===== src/rtl/ahb_pkg.sv =====
// Shared AHB-Lite definitions for the local-port arbiter: transfer codes,
// the size encoder, the owner-index width helper and the data-phase record.
package ahb_pkg;

    localparam logic [1:0] HTRANS_IDLE   = 2'b00;
    localparam logic [1:0] HTRANS_BUSY   = 2'b01;
    localparam logic [1:0] HTRANS_NONSEQ = 2'b10;
    localparam logic [1:0] HTRANS_SEQ    = 2'b11;

    // Owner field is sized for the largest legal requester count (8).
    localparam int OWNER_W = 3;

    function automatic logic [2:0] hsize_enc(input int unsigned bytes);
        case (bytes)
            1:       return 3'b000;
            2:       return 3'b001;
            4:       return 3'b010;
            8:       return 3'b011;
            16:      return 3'b100;
            default: return 3'b010;
        endcase
    endfunction

    function automatic int idx_w(input int n);
        return (n <= 2) ? 1 : $clog2(n);
    endfunction

    typedef struct packed {
        logic               valid;
        logic [OWNER_W-1:0] owner;
        logic               write;
    } dp_info_t;

endpackage


===== src/rtl/rr_pick.sv =====
// Round-robin find-first: first asserted request scanning upward from ptr,
// wrapping at NUM_REQ-1. Returns index 0 and an all-zero one-hot when idle.
module rr_pick #(
    parameter int NUM_REQ = 2,
    parameter int IDX_W   = 1
) (
    input  logic [NUM_REQ-1:0] req,
    input  logic [IDX_W-1:0]   ptr,
    output logic [NUM_REQ-1:0] onehot,
    output logic [IDX_W-1:0]   idx
);

    logic             found;
    logic [IDX_W-1:0] cand;

    always_comb begin
        found = 1'b0;
        idx   = '0;
        cand  = '0;
        for (int i = 0; i < NUM_REQ; i++) begin
            cand = (int'(ptr) + i >= NUM_REQ) ? IDX_W'(int'(ptr) + i - NUM_REQ)
                                              : IDX_W'(int'(ptr) + i);
            if (!found && req[cand]) begin
                found = 1'b1;
                idx   = cand;
            end
        end
        onehot = found ? (NUM_REQ'(1) << idx) : '0;
    end

endmodule


===== src/rtl/ahb_local_arbiter.sv =====
// Shares the AHB-Lite master's local port between NUM_REQ requesters with
// round-robin arbitration, bounded lock retention and read-return routing.
module ahb_local_arbiter
    import ahb_pkg::*;
#(
    parameter int ADDR_WIDTH = 32,
    parameter int DATA_WIDTH = 32,
    parameter int NUM_REQ    = 2,
    parameter int MAX_HOLD   = 4,
    parameter int IDX_W      = idx_w(NUM_REQ)
) (
    input  logic                           hclk_i,
    input  logic                           hrst_i,
    input  logic [NUM_REQ-1:0]             req_i,
    input  logic [NUM_REQ-1:0]             wr_i,
    input  logic [NUM_REQ-1:0]             lock_i,
    input  logic [NUM_REQ*ADDR_WIDTH-1:0]  addr_i,
    input  logic [NUM_REQ*DATA_WIDTH-1:0]  wdata_i,
    output logic [NUM_REQ-1:0]             gnt_o,
    output logic [NUM_REQ-1:0]             rvalid_o,
    output logic [DATA_WIDTH-1:0]          rdata_o,
    output logic                           m_req_o,
    output logic                           m_wr_o,
    output logic [ADDR_WIDTH-1:0]          m_addr_o,
    output logic [DATA_WIDTH-1:0]          m_wdata_o,
    input  logic                           m_ready_i,
    input  logic [DATA_WIDTH-1:0]          m_rdata_i,
    input  logic                           m_rvalid_i,
    output logic [IDX_W-1:0]               owner_o
);

    // Handshake: a requester raises req_i with wr/addr/wdata and holds them
    // stable until gnt_o pulses; gnt_o is the same-cycle accept (req & ready),
    // so a beat is transferred exactly in the cycle its gnt_o bit is high.

    localparam int HOLD_W = (MAX_HOLD > 1) ? $clog2(MAX_HOLD) : 1;

    logic [IDX_W-1:0]   rr_ptr;
    logic [IDX_W-1:0]   last_win;
    logic [HOLD_W-1:0]  hold_cnt;
    dp_info_t           dp;

    logic [NUM_REQ-1:0] win_oh;
    logic [IDX_W-1:0]   win_idx;
    logic [IDX_W-1:0]   next_idx;
    logic               accept;
    logic               keep_hold;

    rr_pick #(
        .NUM_REQ (NUM_REQ),
        .IDX_W   (IDX_W)
    ) u_pick (
        .req    (req_i),
        .ptr    (rr_ptr),
        .onehot (win_oh),
        .idx    (win_idx)
    );

    assign m_req_o   = |req_i;
    assign m_wr_o    = wr_i[win_idx];
    assign m_addr_o  = addr_i[win_idx*ADDR_WIDTH +: ADDR_WIDTH];
    assign m_wdata_o = wdata_i[win_idx*DATA_WIDTH +: DATA_WIDTH];

    assign accept = m_req_o & m_ready_i;
    assign gnt_o  = win_oh & {NUM_REQ{accept}};

    assign next_idx  = (win_idx == IDX_W'(NUM_REQ - 1)) ? '0 : win_idx + 1'b1;
    assign keep_hold = lock_i[win_idx] && (win_idx == last_win) &&
                       (hold_cnt < HOLD_W'(MAX_HOLD - 1));

    always_ff @(posedge hclk_i) begin
        if (hrst_i) begin
            rr_ptr   <= '0;
            last_win <= '0;
            hold_cnt <= '0;
            dp       <= '0;
        end else begin
            if (accept) begin
                last_win <= win_idx;
                if (keep_hold) begin
                    rr_ptr   <= win_idx;
                    hold_cnt <= hold_cnt + 1'b1;
                end else if (lock_i[win_idx] && (win_idx != last_win)) begin
                    rr_ptr   <= win_idx;
                    hold_cnt <= '0;
                end else begin
                    // Unlocked, or the lock just used up its hold budget.
                    rr_ptr   <= next_idx;
                    hold_cnt <= '0;
                end
                dp.valid <= 1'b1;
                dp.owner <= OWNER_W'(win_idx);
                dp.write <= m_wr_o;
            end else if (m_ready_i) begin
                dp.valid <= 1'b0;
            end
        end
    end

    // Completion belongs to the beat already in its data phase (old owner).
    assign rvalid_o = (NUM_REQ'(1) << dp.owner) &
                      {NUM_REQ{m_rvalid_i & dp.valid & ~dp.write}};
    assign rdata_o  = m_rdata_i;
    assign owner_o  = dp.owner[IDX_W-1:0];

endmodule


===== config.mk =====
export PLATFORM = sky130hd
export DESIGN_NAME = ahb_local_arbiter
export DESIGN_NICKNAME = d
export VERILOG_FILES = /design/src/rtl/ahb_pkg.sv /design/src/rtl/rr_pick.sv /design/src/rtl/ahb_local_arbiter.sv
export SDC_FILE = /design/constraint.sdc
export NUM_CORES = 1
export LEC_CHECK = 0
export ABC_CLOCK_PERIOD_IN_PS = 1450
export BUFFER_PORTS_ARGS = -buffer_cell sky130_fd_sc_hd__buf_4
export CAP_MARGIN = 20
export CORE_AREA = 2 2 105 107
export CTS_BUF_LIST = sky130_fd_sc_hd__clkbuf_4
export CTS_CLUSTER_SIZE = 12
export DETAILED_ROUTE_END_ITERATION = 8
export DIE_AREA = 0 0 107 109
export GPL_TIMING_DRIVEN = 0
export PLACE_DENSITY = 0.55
export SYNTH_ARGS = -nofsm -noshare
export SYNTH_HDL_FRONTEND = slang
export SYNTH_SLANG_ARGS = --single-unit

===== constraint.sdc =====
create_clock -name hclk_i -period 1.45 [get_ports hclk_i]
set_input_delay 0.3625 -clock hclk_i [delete_from_list [all_inputs] [get_ports hclk_i]]
set_output_delay 0.3625 -clock hclk_i [all_outputs]
set_load 0.1 [all_outputs]

==> Word-level counts from Yosys, hierarchy flattened <==
Index checks and enable logic that the tools add are counted.
{ "word_totals": {"regBits": 6, "output_inout_bits": 103, "wordCells": 56} }
{ "op_classes": {"addsub": 5, "magnitude_cmp": 6, "eq_ne": 2, "n_shift": 4, "mux": 21, "bitwise_logic": 6, "reduce_logical": 7} }
{ "op_table": {"columns": ["operator", "count"], "rows": [
  ["64-bit by 7-bit variable part select with 32-bit output", 2],
  ["1-bit two-way mux", 19],
  ["1-bit by 2-bit less-than comparator with 1-bit output, second input constant", 3],
  ["2-bit AND", 2],
  ["1-bit logical AND", 4],
  ["2-bit two-way mux", 2],
  ["1-bit by 1-bit << shifter with 2-bit output, first input constant", 2],
  ["1-bit AND", 3],
  ["1-bit by 1-bit adder with 2-bit output, second input constant", 1],
  ["2-bit by 1-bit adder with 2-bit output, second input constant", 1],
  ["1-bit by 2-bit >= comparator with 1-bit output, second input constant", 1],
  ["2-bit >= comparator, second input constant", 1],
  ["2-bit less-than comparator, second input constant", 1],
  ["2-bit nonzero test", 1],
  ["2-bit OR reduction", 1],
  ["1-bit subtractor, second input constant", 2],
  ["1-bit adder, second input constant", 1],
  ["1-bit == test", 1],
  ["1-bit logical NOT", 1],
  ["1-bit != test", 1],
  ["1-bit inverter", 1]
]} }

==> Depth between registers and ports, before layout <==
Gate-level depths: netlist (run 1).
{ "logic_depth": {"ltp_word": 13, "depth_mapped": 7, "ltp_nobuf": 4} }

==> By module <==
From an unflattened synthesis (run 1), not the netlist that was laid out.
{ "hier_totals": {"hier_cells": 149, "hier_area_um2": 1451.4} }
{ "by_module_without_submodules": {"columns": ["module", "instances", "cells_per_inst", "area_per_inst_um2", "seq_area_each_um2"], "rows": [
  ["ahb_local_arbiter", 1, 145, 1421.4, 120.1],
  ["rr_pick", 1, 4, 30.0, 0.0]
]} }

==> Worst setup path before layout (run 1) <==
Ideal clock, no wire load.
{ "synth_timing": {"kind": "register to output", "startpoint": "register last_win (netlist name)", "endpoint": "output port rvalid_o[1]", "arrival_ns": 3.316, "t_required_ns": 1.087, "setup_slack_ns": -2.229, "stages_incl_launch_ff": 2, "path_buffers": 0, "path_cell_list": "dfxtp_1 nor3b_1"} }
{ "synth_lines": {"columns": ["item", "line_no", "source"], "rows": [
  ["to (decl)", "ahb_local_arbiter.sv:20", "output logic [NUM_REQ-1:0] rvalid_o,"]
]} }

==> Worst setup path in the final report (run 1) <==
{ "layout_timing": {"startpoint": "register rr_ptr", "endpoint": "output port m_addr_o[15]"} }
{ "layout_between": {"elab_chain_cells": 9, "word_cells_on_any_way": 17, "cone_classes": "3 x add/sub; 2 x order compare; 1 x shift; 9 x mux; 2 x reduce/logical"} }
{ "layout_lines": {"columns": ["item", "line_no", "source"], "rows": [
  ["from (decl)", "ahb_local_arbiter.sv:38", "logic [IDX_W-1:0] rr_ptr;"],
  ["from (signal assigned)", "ahb_local_arbiter.sv:81", "rr_ptr <= win_idx;"],
  ["from (signal assigned)", "ahb_local_arbiter.sv:84", "rr_ptr <= win_idx;"],
  ["from (signal assigned)", "ahb_local_arbiter.sv:88", "rr_ptr <= next_idx;"],
  ["1-bit by 2-bit >= comparator with 1-bit output / 1-bit subtractor (equally long branches)", "rr_pick.sv:21", "cand = (int'(ptr) + i >= NUM_REQ) ? IDX_W'(int'(ptr) + i - NUM_REQ)"],
  ["1-bit two-way mux", "rr_pick.sv:21", null],
  ["1-bit two-way mux (not written as such) (2 in series)", "rr_pick.sv:23", "if (!found && req[cand]) begin"],
  ["1-bit two-way mux", "rr_pick.sv:23", null],
  ["1-bit logical NOT", "rr_pick.sv:23", null],
  ["1-bit logical AND", "rr_pick.sv:23", null],
  ["1-bit two-way mux *", "rr_pick.sv:23", null],
  ["64-bit by 7-bit variable part select with 32-bit output *", "ahb_local_arbiter.sv:61", "assign m_addr_o = addr_i[win_idx*ADDR_WIDTH +: ADDR_WIDTH];"],
  ["to (decl)", "ahb_local_arbiter.sv:24", "output logic [ADDR_WIDTH-1:0] m_addr_o,"]
]} }
Every way passes the cells marked *; elsewhere a longest branch is shown, timed or not. The select of a mux whose other input is x is not followed.

==> flow_metrics.env, run 1 <==
export IMPL_die_x_um=107
export IMPL_post_route_drc_count=0
export IMPL_vias=2785
export IMPL_slew_headroom=0.8133
export IMPL_nFillCells=808
export IMPL_syn_nets=453
export IMPL_power_mw=4.826
export IMPL_placed_cells=662
export IMPL_rows=38
export IMPL_cts_buffer_depth=2
export IMPL_postRouteAntennaNets=0
export IMPL_period_needed_ps=1993
export IMPL_instances_no_fill=691
export IMPL_synth_seq_cells=6
export IMPL_die_h_um=109
export IMPL_outcome="complete, but fails checks"
export IMPL_crit_type="reg2out"
export IMPL_netSwitchingFraction=0.5856
export IMPL_tightest_slew_ps=282.3
export IMPL_rsz0062_at_grt="yes"
export IMPL_skew_ps=9.513
export IMPL_grt_max_degree=11
export IMPL_viasPerCell=4.030
export IMPL_diodes=0
export IMPL_worst_hold_slack_ps=320.4
export IMPL_final_setup_viol_count=68
export IMPL_hpwl_um=7678
export IMPL_p_seq_frac=0.039
export IMPL_switchingPower_mw=2.826
export IMPL_first_pass_iters=2
export IMPL_synth_cell_types=23
export IMPL_final_common_cell="buf_4"
export IMPL_drt_initial_drc_count=46
export IMPL_power_density_nw_per_um2=684.9
export IMPL_cts_sinks=6
export IMPL_grt_pass1_wl_um=14850
export IMPL_antenna_found_initial=0
export IMPL_p_leak_nw=3.078
export IMPL_syn_area_per_cell_um2=4.889
export IMPL_pre_cts_ws_ps=-676.4
export IMPL_period_share=1.375
export IMPL_hold_viol_final=0
export IMPL_worstPathRequired_ps=1090
export IMPL_max_clock_freq_ghz=0.5017
export IMPL_vdd_ir_drop_max_mv=0.4418
export IMPL_cp_start_kind="flip-flop"
export IMPL_io_pins=273
export IMPL_synth_area_leaders="nand2_1 (53%), buf_4 (17%), dfxtp_1 (8.7%)"
export IMPL_postSynthCellCount=282
export IMPL_die_area_um2=11660
export IMPL_drv_slew=0
export IMPL_clock_latency_ps=260
export IMPL_crit_fanout=7
export IMPL_hp_class="in2reg"
export IMPL_final_net_count=723
export IMPL_gr_total_overflow=0
export IMPL_final_cell_mix="buf_4 (215), nand2_8 (118), buf_12 (79)"
export IMPL_internal_power_mw=2.000
export IMPL_wl_um=9659
export IMPL_syn_to_final_growth_pct=411.1
export IMPL_timing_final_ws_setup_ps=-543.2
export IMPL_gp_congestion=0.7151
export IMPL_drive_gt1_frac=0.9002
export IMPL_netlist_area_um2=1379
export IMPL_drv_cap=0
export IMPL_clkTransAtPathRegs_ps=60
export IMPL_synth_top_area_cell="nand2_1"
export IMPL_core_area_um2=10600
export IMPL_arrival_ps=1630
export IMPL_initial_core_util=0.1300
export IMPL_cts_root_buf="clkbuf_4"
export IMPL_synth_yosys_warnings=0
export IMPL_synth_top_cell_area_share=0.5336
export IMPL_placement_io_buffers=240
export IMPL_yosysSeqAreaShare=0.08711
export IMPL_detail_route_wl_per_cell_um=13.98
export IMPL_grt_pass1_vias=2916
export IMPL_power_frac_clock=0.041
export IMPL_cts_tree="yes"
export IMPL_violations="setup timing"
export IMPL_groute_usage_overall=0.1594
export IMPL_postCtsHoldBufs=0
export IMPL_crit_path_end_kind="output port"
export IMPL_cts_buffers_inserted=3
export IMPL_multi_input_area_um2=3134
export IMPL_htreeDepth=1
export IMPL_combPwrFrac=0.920
export IMPL_ff_latch_area_um2=127.6
==> power groups by stage <==
stage / Sequential (mW) / Clock [mW] / Combinational (mW)
final: 0.187 / 0.199 / 4.44
after detailed placement: 0.190 / 0 / 3.62
after global placement: 0.190 / 0 / 3.60
after floorplan: 0.198 / 0 / 2.81
after global routing: 0.188 / 0.219 / 4.59
after CTS: 0.187 / 0.200 / 4.38
==> worst paths after layout <==
path	startpoint	endpoint	slack (ps)	cells after the start
max	rr_ptr	m_addr_o[15]	-540	8
min	hrst_i	last_win	320	2
max reg2reg	rr_ptr	rr_ptr	-200	7
min reg2reg	hold_cnt[0]	hold_cnt[0]	520	2
==> logic make-up after synthesis <==
family | share of synthesized area
buffers and inverters | 0.2305
AND/OR/NAND/NOR | 0.6089
flip-flops | 0.08712
adder cells (fa/ha/maj) | 0.009073
multiplexers | 0.01543
AO/OA/AOI/OAI | 0.04900
==> what timing repair did <==
action / in CTS / in global routing
buffers inserted: 15 / 11
setup endpoints to repair: 69 / 71
gates cloned: 5 / 1
resized for setup: 237 / 47
pin swaps: 61 / 20
==> worst max-delay path, cell delays in order (launching register included) <==
cell and delay (ps):
dfxtp_2 320, nand2b_4 130, and2_4 180, buf_16 150
buf_12 130, buf_16 160, nand2_8 70, nand2_8 60
buf_12 170
==> cells in the mapped netlist <==
library cell / instances
o21a_1: 2
inv_1: 2
nand2b_1: 2
clkbuf_1: 4
nor2_1: 8
nand3b_1: 3
mux2_2: 1
a311oi_2: 1
buf_2: 11
a21oi_1: 2
buf_4: 32
a22oi_1: 1
nand2_1: 196
or2_2: 1
mux2i_1: 1
ha_1: 1
dfxtp_1: 6
nor3b_1: 2
a221o_1: 1
and2_0: 1
o21ai_0: 2
or3_1: 1
nor3_1: 1
==> area by class of cell <==
| cell class | count | area share |
|---|---|---|
| multi-input combinational | 227 | 0.4448 |
| sequential | 6 | 0.01811 |
| clock buffer | 4 | 0.004261 |
| tap | 140 | 0.02486 |
| timing repair buffer | 267 | 0.4322 |
| buffer | 45 | 0.07475 |
| inverter | 2 | 0.001065 |
==> flip-flops by register name, indices dropped and copies added (netlist names) <==
name      count
dp            2
hold_cnt      2
last_win      1
rr_ptr        1
==> layer usage <==
metal	GRT usage	share of wire	up-vias
met5	0	0	-
li1	-	-	1369
met4	0.01206	0.0066	0
met2	0.3248	0.60	135
met1	0.1699	0.31	1275
met3	0.04065	0.090	6
==> metrics by stage <==
| stage | instance area [um2] | util | setup TNS (ps) |
|---|---|---|---|
| 6_report | 7047 | 0.6646 | -32940 |
| 2_1_floorplan | 3546 | - | -14100 |
| 3_5_place_dp | 5523 | 0.5209 | -37820 |
| 3_3_place_gp | 5523 | 0.5209 | -37620 |
| 4_1_cts | 6848 | 0.6459 | -33700 |
| 5_1_grt | 7047 | 0.6646 | -37350 |
No activity file was read; power rests on OpenSTA's default activity.
==> run 2: changes to the inputs <==
--- a/config.mk
+++ b/config.mk
@@ -5,6 +5,7 @@
 export SDC_FILE = /design/constraint.sdc
 export NUM_CORES = 1
 export LEC_CHECK = 0
+export ABC_AREA = 1
 export ABC_CLOCK_PERIOD_IN_PS = 1450
 export BUFFER_PORTS_ARGS = -buffer_cell sky130_fd_sc_hd__buf_4
 export CAP_MARGIN = 20
@@ -14,7 +15,7 @@
 export DETAILED_ROUTE_END_ITERATION = 8
 export DIE_AREA = 0 0 107 109
 export GPL_TIMING_DRIVEN = 0
-export PLACE_DENSITY = 0.55
+export PLACE_DENSITY = 0.56
 export SYNTH_ARGS = -nofsm -noshare
 export SYNTH_HDL_FRONTEND = slang
 export SYNTH_SLANG_ARGS = --single-unit
==> flow_metrics.env, run 2 <==
export IMPL_outcome="complete, but fails checks"
export IMPL_violations="setup timing"
export IMPL_final_common_cell="buf_4"
export IMPL_cts_tree="yes"
export IMPL_clock_latency_ps=260
export IMPL_placement_io_buffers=240
export IMPL_arrival_ps=1560
export IMPL_viasPerCell=4.026
export IMPL_cp_startpoint="rr_ptr"
export IMPL_wl_um=9547
export IMPL_timing_final_ws_setup_ps=-468.4
export IMPL_cp_slowest_cell="dfxtp_2"
export IMPL_instances_no_fill=701
export IMPL_rows=38
export IMPL_crit_chain="inv_4 > nand2_8 > nand2_8 > inv_8 > buf_12 > buf_6 > buf_12 > nand2_8 > nand2_8 > buf_12"
export IMPL_crit_fanout=6
export IMPL_worstPathRequired_ps=1090
export IMPL_crit_family="buffers and inverters"
export IMPL_ys_flop_type="dfxtp_1"
export IMPL_cts_sinks=6
export IMPL_syn_area_per_cell_um2=4.865
export IMPL_synth_area_leaders="nand2_1 (53%), buf_4 (20%), dfxtp_1 (8.3%)"
export IMPL_synth_edf_count=0
export IMPL_cts_buffers_inserted=3
export IMPL_hpwl_um=6951
export IMPL_synth_most_common_cell="nand2_1"
export IMPL_place_area_um2=4627
export IMPL_worst_path_buf_inv=6
export IMPL_reg_largest_list="dp (2), hold_cnt (2)"
export IMPL_synth_common_cells="nand2_1 (204), buf_4 (39), inv_1 (9)"
export IMPL_vias=2822
export IMPL_syn_nets=467
export IMPL_cts_buffer_depth=2
export IMPL_r2r_start="rr_ptr"
export IMPL_hold_viol_final=0
export IMPL_drive_gt1_frac=0.9144
export IMPL_core_area_um2=10600
export IMPL_hold_start="hrst_i"
export IMPL_synth_top_cell_area_share=0.5317
export IMPL_synth_seq_cells=6
export IMPL_final_setup_viol_count=67
export IMPL_final_net_count=733
export IMPL_die_h_um=109
export IMPL_diodes=0
export IMPL_pre_cts_ws_ps=-578.1
export IMPL_initial_core_util=0.1358
export IMPL_power_mw=4.675
export IMPL_clkTransAtPathRegs_ps=50
export IMPL_final_cell_mix="buf_4 (212), buf_12 (84), nand2_2 (71)"
export IMPL_cp_start_kind="flip-flop"
export IMPL_detail_route_wl_per_cell_um=13.62
export IMPL_post_route_drc_count=0
export IMPL_gr_total_overflow=0
export IMPL_yosysSeqAreaShare=0.08341
export IMPL_tightest_slew_ps=279.7
export IMPL_grt_pass1_vias=2850
export IMPL_vdd_ir_drop_max_mv=0.5964
export IMPL_synth_top_area_cell="nand2_1"
export IMPL_rsz0062_at_grt="yes"
export IMPL_netlist_area_um2=1440
export IMPL_synth_yosys_warnings=0
export IMPL_period_needed_ps=1918
export IMPL_post_route_util=0.6035
export IMPL_worst_hold_slack_ps=295.7
export IMPL_drt_initial_drc_count=76
export IMPL_skew_ps=6.193
export IMPL_p_leak_nw=3.095
export IMPL_first_pass_iters=3
export IMPL_period_share=1.323
export IMPL_nFillCells=853
export IMPL_gp_congestion=0.8207
export IMPL_io_pins=273
export IMPL_syn_to_final_growth_pct=344.3
export IMPL_slew_headroom=0.8151
export IMPL_max_clock_freq_ghz=0.5213
export IMPL_groute_usage_overall=0.1491
export IMPL_htreeDepth=1
export IMPL_die_area_um2=11660
export IMPL_cpMostUsedCell="nand2_8"
export IMPL_drv_cap=0
export IMPL_grt_max_degree=11
export IMPL_max_stage_delay_ps=350
export IMPL_setup_tns_ps=-25570
export IMPL_crit_path_end_kind="output port"
export IMPL_postSynthCellCount=296
export IMPL_crit_type="reg2out"
export IMPL_async_flop_share=0
export IMPL_cts_root_buf="clkbuf_4"
export IMPL_antenna_found_initial=0
export IMPL_postRouteAntennaNets=0
export IMPL_drv_slew=0
export IMPL_synth_cell_types=18
export IMPL_placed_cells=676
export IMPL_power_density_nw_per_um2=730.6
export IMPL_finalInstanceArea_um2=6399
export IMPL_grt_pass1_wl_um=13990
export IMPL_die_x_um=107
export IMPL_hp_class="in2reg"
export IMPL_postCtsHoldBufs=0
==> run 2: changes by cell type in the layout (fill, tap and decap cells not counted), sizes merged, moves of 2 or more <==
cell    before  now
a21oi        2    5
buf        307  304
clkbuf       9    7
inv          2   11
nand2      196  210
nand2b       2    0
nand3        0    3
nand3b       3    0
nor3b        2    0
==> run 2: area by class of cell <==
class | instances | area (um2) | area share
Buffer | 46 | 511.7 | 0.07998
Timing Repair Buffer | 261 | 2963 | 0.4630
Sequential cell | 6 | 125.1 | 0.01955
Clock buffer | 4 | 30.03 | 0.004693
Tap cell | 140 | 175.2 | 0.02738
Multi-Input combinational cell | 233 | 2542 | 0.3973
Inverter | 11 | 51.30 | 0.008017
==> run 2: routing by layer <==
metal  share of wire  global-route usage  vias up
li1                -                   -     1387
met4          0.0081             0.01948        0
met1            0.33              0.1615     1289
met2            0.58              0.2989      140
met5               0                   0        -
met3           0.080             0.03527        6
==> run 2: cell families after synthesis <==
kind of cell | Yosys count | synth area share
AND/OR/NAND/NOR | 224 | 0.6177
adder cells (fa/ha/maj) | 1 | 0.008687
buffers and inverters | 57 | 0.2606
flip-flops | 6 | 0.08341
AO/OA/AOI/OAI | 8 | 0.02954
==> run 2: worst paths after layout <==
path                  end  slack [ps]  cells after the start
min                 dp[4]         300                      2
min reg2reg   hold_cnt[1]         480                      2
max reg2reg   hold_cnt[0]          90                     12
max          m_addr_o[20]        -470                     10
==> run 2: what timing repair did <==
action	CTS	global route
gates cloned	4	3
setup buffers	12	3
resized for setup	337	27
pin swaps	14	14
endpoints found under the setup margin	69	70
==> run 2: power breakdown <==
part / internal, mW / total [mW] / switching [mW]
combinational: 1.62 / 4.29 / 2.67
sequential: 0.176 / 0.187 / 0.0107
clock: 0.124 / 0.199 / 0.0749
==> run 2: worst reg2reg max path: stages (launching register included) <==
cell	delay [ps]
dfxtp_2	350
inv_4	50
nand2_8	60
nand2_8	80
buf_4	160
buf_4	140
nand2_4	50
nand2_2	60
nor2_4	100
nand2_2	70
nor2_2	80
nor2_1	40
nor2_1	80
==> run 3: changes to the inputs <==
--- a/config.mk
+++ b/config.mk
@@ -6,7 +6,7 @@
 export NUM_CORES = 1
 export LEC_CHECK = 0
 export ABC_AREA = 1
-export ABC_CLOCK_PERIOD_IN_PS = 1450
+export ABC_CLOCK_PERIOD_IN_PS = 1800
 export BUFFER_PORTS_ARGS = -buffer_cell sky130_fd_sc_hd__buf_4
 export CAP_MARGIN = 20
 export CORE_AREA = 2 2 105 107
@@ -15,7 +15,8 @@
 export DETAILED_ROUTE_END_ITERATION = 8
 export DIE_AREA = 0 0 107 109
 export GPL_TIMING_DRIVEN = 0
-export PLACE_DENSITY = 0.56
+export PLACE_DENSITY = 0.54
+export SETUP_SLACK_MARGIN = 0.02
 export SYNTH_ARGS = -nofsm -noshare
 export SYNTH_HDL_FRONTEND = slang
 export SYNTH_SLANG_ARGS = --single-unit
==> constraint.sdc (replaced) <==
create_clock -name hclk_i -period 1.8 [get_ports hclk_i]
set_input_delay 0.45 -clock hclk_i [delete_from_list [all_inputs] [get_ports hclk_i]]
set_output_delay 0.45 -clock hclk_i [all_outputs]
set_load 0.1 [all_outputs]
==> flow_metrics.env, run 3 (synthesized netlist as in run 2, its figures left out) <==
export IMPL_gr_total_overflow=0
export IMPL_htreeDepth=1
export IMPL_reg_largest_list="dp (2), hold_cnt (2)"
export IMPL_core_area_um2=10600
export IMPL_die_area_um2=11660
export IMPL_clkTransAtPathRegs_ps=40
export IMPL_drv_slew=0
export IMPL_vdd_ir_drop_max_mv=0.3712
export IMPL_post_route_drc_count=0
export IMPL_crit_chain="inv_2 > nand2_4 > nand2_8 > clkinv_8 > buf_12 > buf_12 > nand2_2 > nand2_4 > buf_12"
export IMPL_outcome="complete, but fails checks"
export IMPL_groute_usage_overall=0.1402
export IMPL_clock_latency_ps=240
export IMPL_drive_gt1_frac=0.8342
export IMPL_cp_start_kind="flip-flop"
export IMPL_final_setup_viol_count=66
export IMPL_max_stage_delay_ps=320
export IMPL_viasPerCell=3.986
export IMPL_cts_buffer_depth=2
export IMPL_crit_type="reg2out"
export IMPL_postCtsHoldBufs=0
export IMPL_detail_route_wl_per_cell_um=13.76
export IMPL_placement_io_buffers=240
export IMPL_violations="setup timing"
export IMPL_gp_congestion=0.7572
export IMPL_die_h_um=109
export IMPL_worst_hold_slack_ps=399.8
export IMPL_vias=2770
export IMPL_first_pass_iters=3
export IMPL_cpMostUsedCell="buf_12"
export IMPL_wl_um=9562
export IMPL_timing_final_ws_setup_ps=-114.2
export IMPL_slew_headroom=0.8127
export IMPL_post_route_util=0.5270
export IMPL_cp_slowest_cell="dfxtp_2"
export IMPL_max_clock_freq_ghz=0.5224
export IMPL_cts_sinks=6
export IMPL_grt_pass1_wl_um=13160
export IMPL_cts_tree="yes"
export IMPL_die_x_um=107
export IMPL_cts_root_buf="clkbuf_4"
export IMPL_worstPathRequired_ps=1350
export IMPL_arrival_ps=1460
export IMPL_final_net_count=728
export IMPL_p_leak_nw=2.978
export IMPL_nFillCells=919
export IMPL_hp_class="in2reg"
export IMPL_grt_max_degree=11
export IMPL_tightest_slew_ps=283.3
export IMPL_period_needed_ps=1914
export IMPL_io_pins=273
export IMPL_ff2ff_setup_slack_ps=530
export IMPL_drt_initial_drc_count=88
export IMPL_initial_core_util=0.1358
export IMPL_final_common_cell="buf_4"
export IMPL_rsz0062_at_grt="yes"
export IMPL_diodes=0
export IMPL_antenna_found_initial=0
export IMPL_pre_cts_ws_ps=-384.4
export IMPL_hpwl_um=6752
export IMPL_cts_buffers_inserted=3
export IMPL_skew_ps=1.072
export IMPL_grt_pass1_vias=2713
export IMPL_postRouteAntennaNets=0
export IMPL_drv_cap=0
export IMPL_power_density_nw_per_um2=616.1
export IMPL_final_cell_mix="buf_4 (211), nand2_4 (99), buf_12 (76)"
export IMPL_crit_fanout=10
export IMPL_hold_viol_final=0
export IMPL_crit_path_end_kind="output port"
export IMPL_rows=38
export IMPL_syn_to_final_growth_pct=288.0
export IMPL_period_share=1.063
-- run 3: worst paths after layout --
check	endpoint	depth (start not counted)	startpoint
worst max-delay path	m_wdata_o[14]	9	rr_ptr
worst min-delay path	hold_cnt[1]	2	hrst_i
worst max register to register	hold_cnt[0]	10	rr_ptr
worst min register to register	dp[4]	2	dp[4]
-- run 3: final cells by class --
class                           count  area (um2)  area share
Tap cell                          140       175.2     0.03135
Inverter                           11       53.80    0.009628
Clock buffer                        3       22.52    0.004030
Sequential cell                     6       122.6     0.02194
Multi-Input combinational cell    233        1822      0.3260
Buffer                             46       474.2     0.08486
Timing Repair Buffer              256        2918      0.5222
-- run 3: timing repair --
action / CTS / global route
resized for setup: 262 / 113
cloned: 3 / 7
pin swaps: 11 / 6
buffers inserted: 6 / 2
setup endpoints to repair: 66 / 67
-- run 3: worst max-delay path: cells and delay by family (launching register included) --
| family | cells | cell delay (ps) |
|---|---|---|
| buffers and inverters | 5 | 580 |
| flip-flops | 1 | 320 |
| AND/OR/NAND/NOR | 4 | 300 |
-- run 3: through the flow --
stage | TNS [ps] | cells | total power [mW] | instance area (um2)
after global routing | -8708 | 695 | 3.560 | 5588
after CTS | -6689 | 688 | 3.273 | 5075
after detailed placement | -18630 | 676 | 2.574 | 3861
final | -4363 | 695 | 3.443 | 5588
after floorplan | -97.90 | 296 | 1.990 | 1884
after global placement | -18060 | 676 | 2.561 | 3861
-- run 3: report_power, final --
group / switching [mW] / internal (mW) / leakage, nW / total (mW)
registers: 0.00618 / 0.143 / 0.0501 / 0.149
logic: 2.00 / 1.18 / 2.91 / 3.17
clock network: 0.0454 / 0.0752 / 0.0138 / 0.121
-- run 3: metal layers --
layer / part of all wire / vias up / track usage / routed length [um]
met5: 0 / - / 0 / 0
met2: 0.58 / 134 / 0.2871 / 5589
li1: - / 1371 / - / -
met3: 0.083 / 6 / 0.03108 / 796
met4: 0.0058 / 0 / 0.01670 / 55
met1: 0.33 / 1259 / 0.1489 / 3121
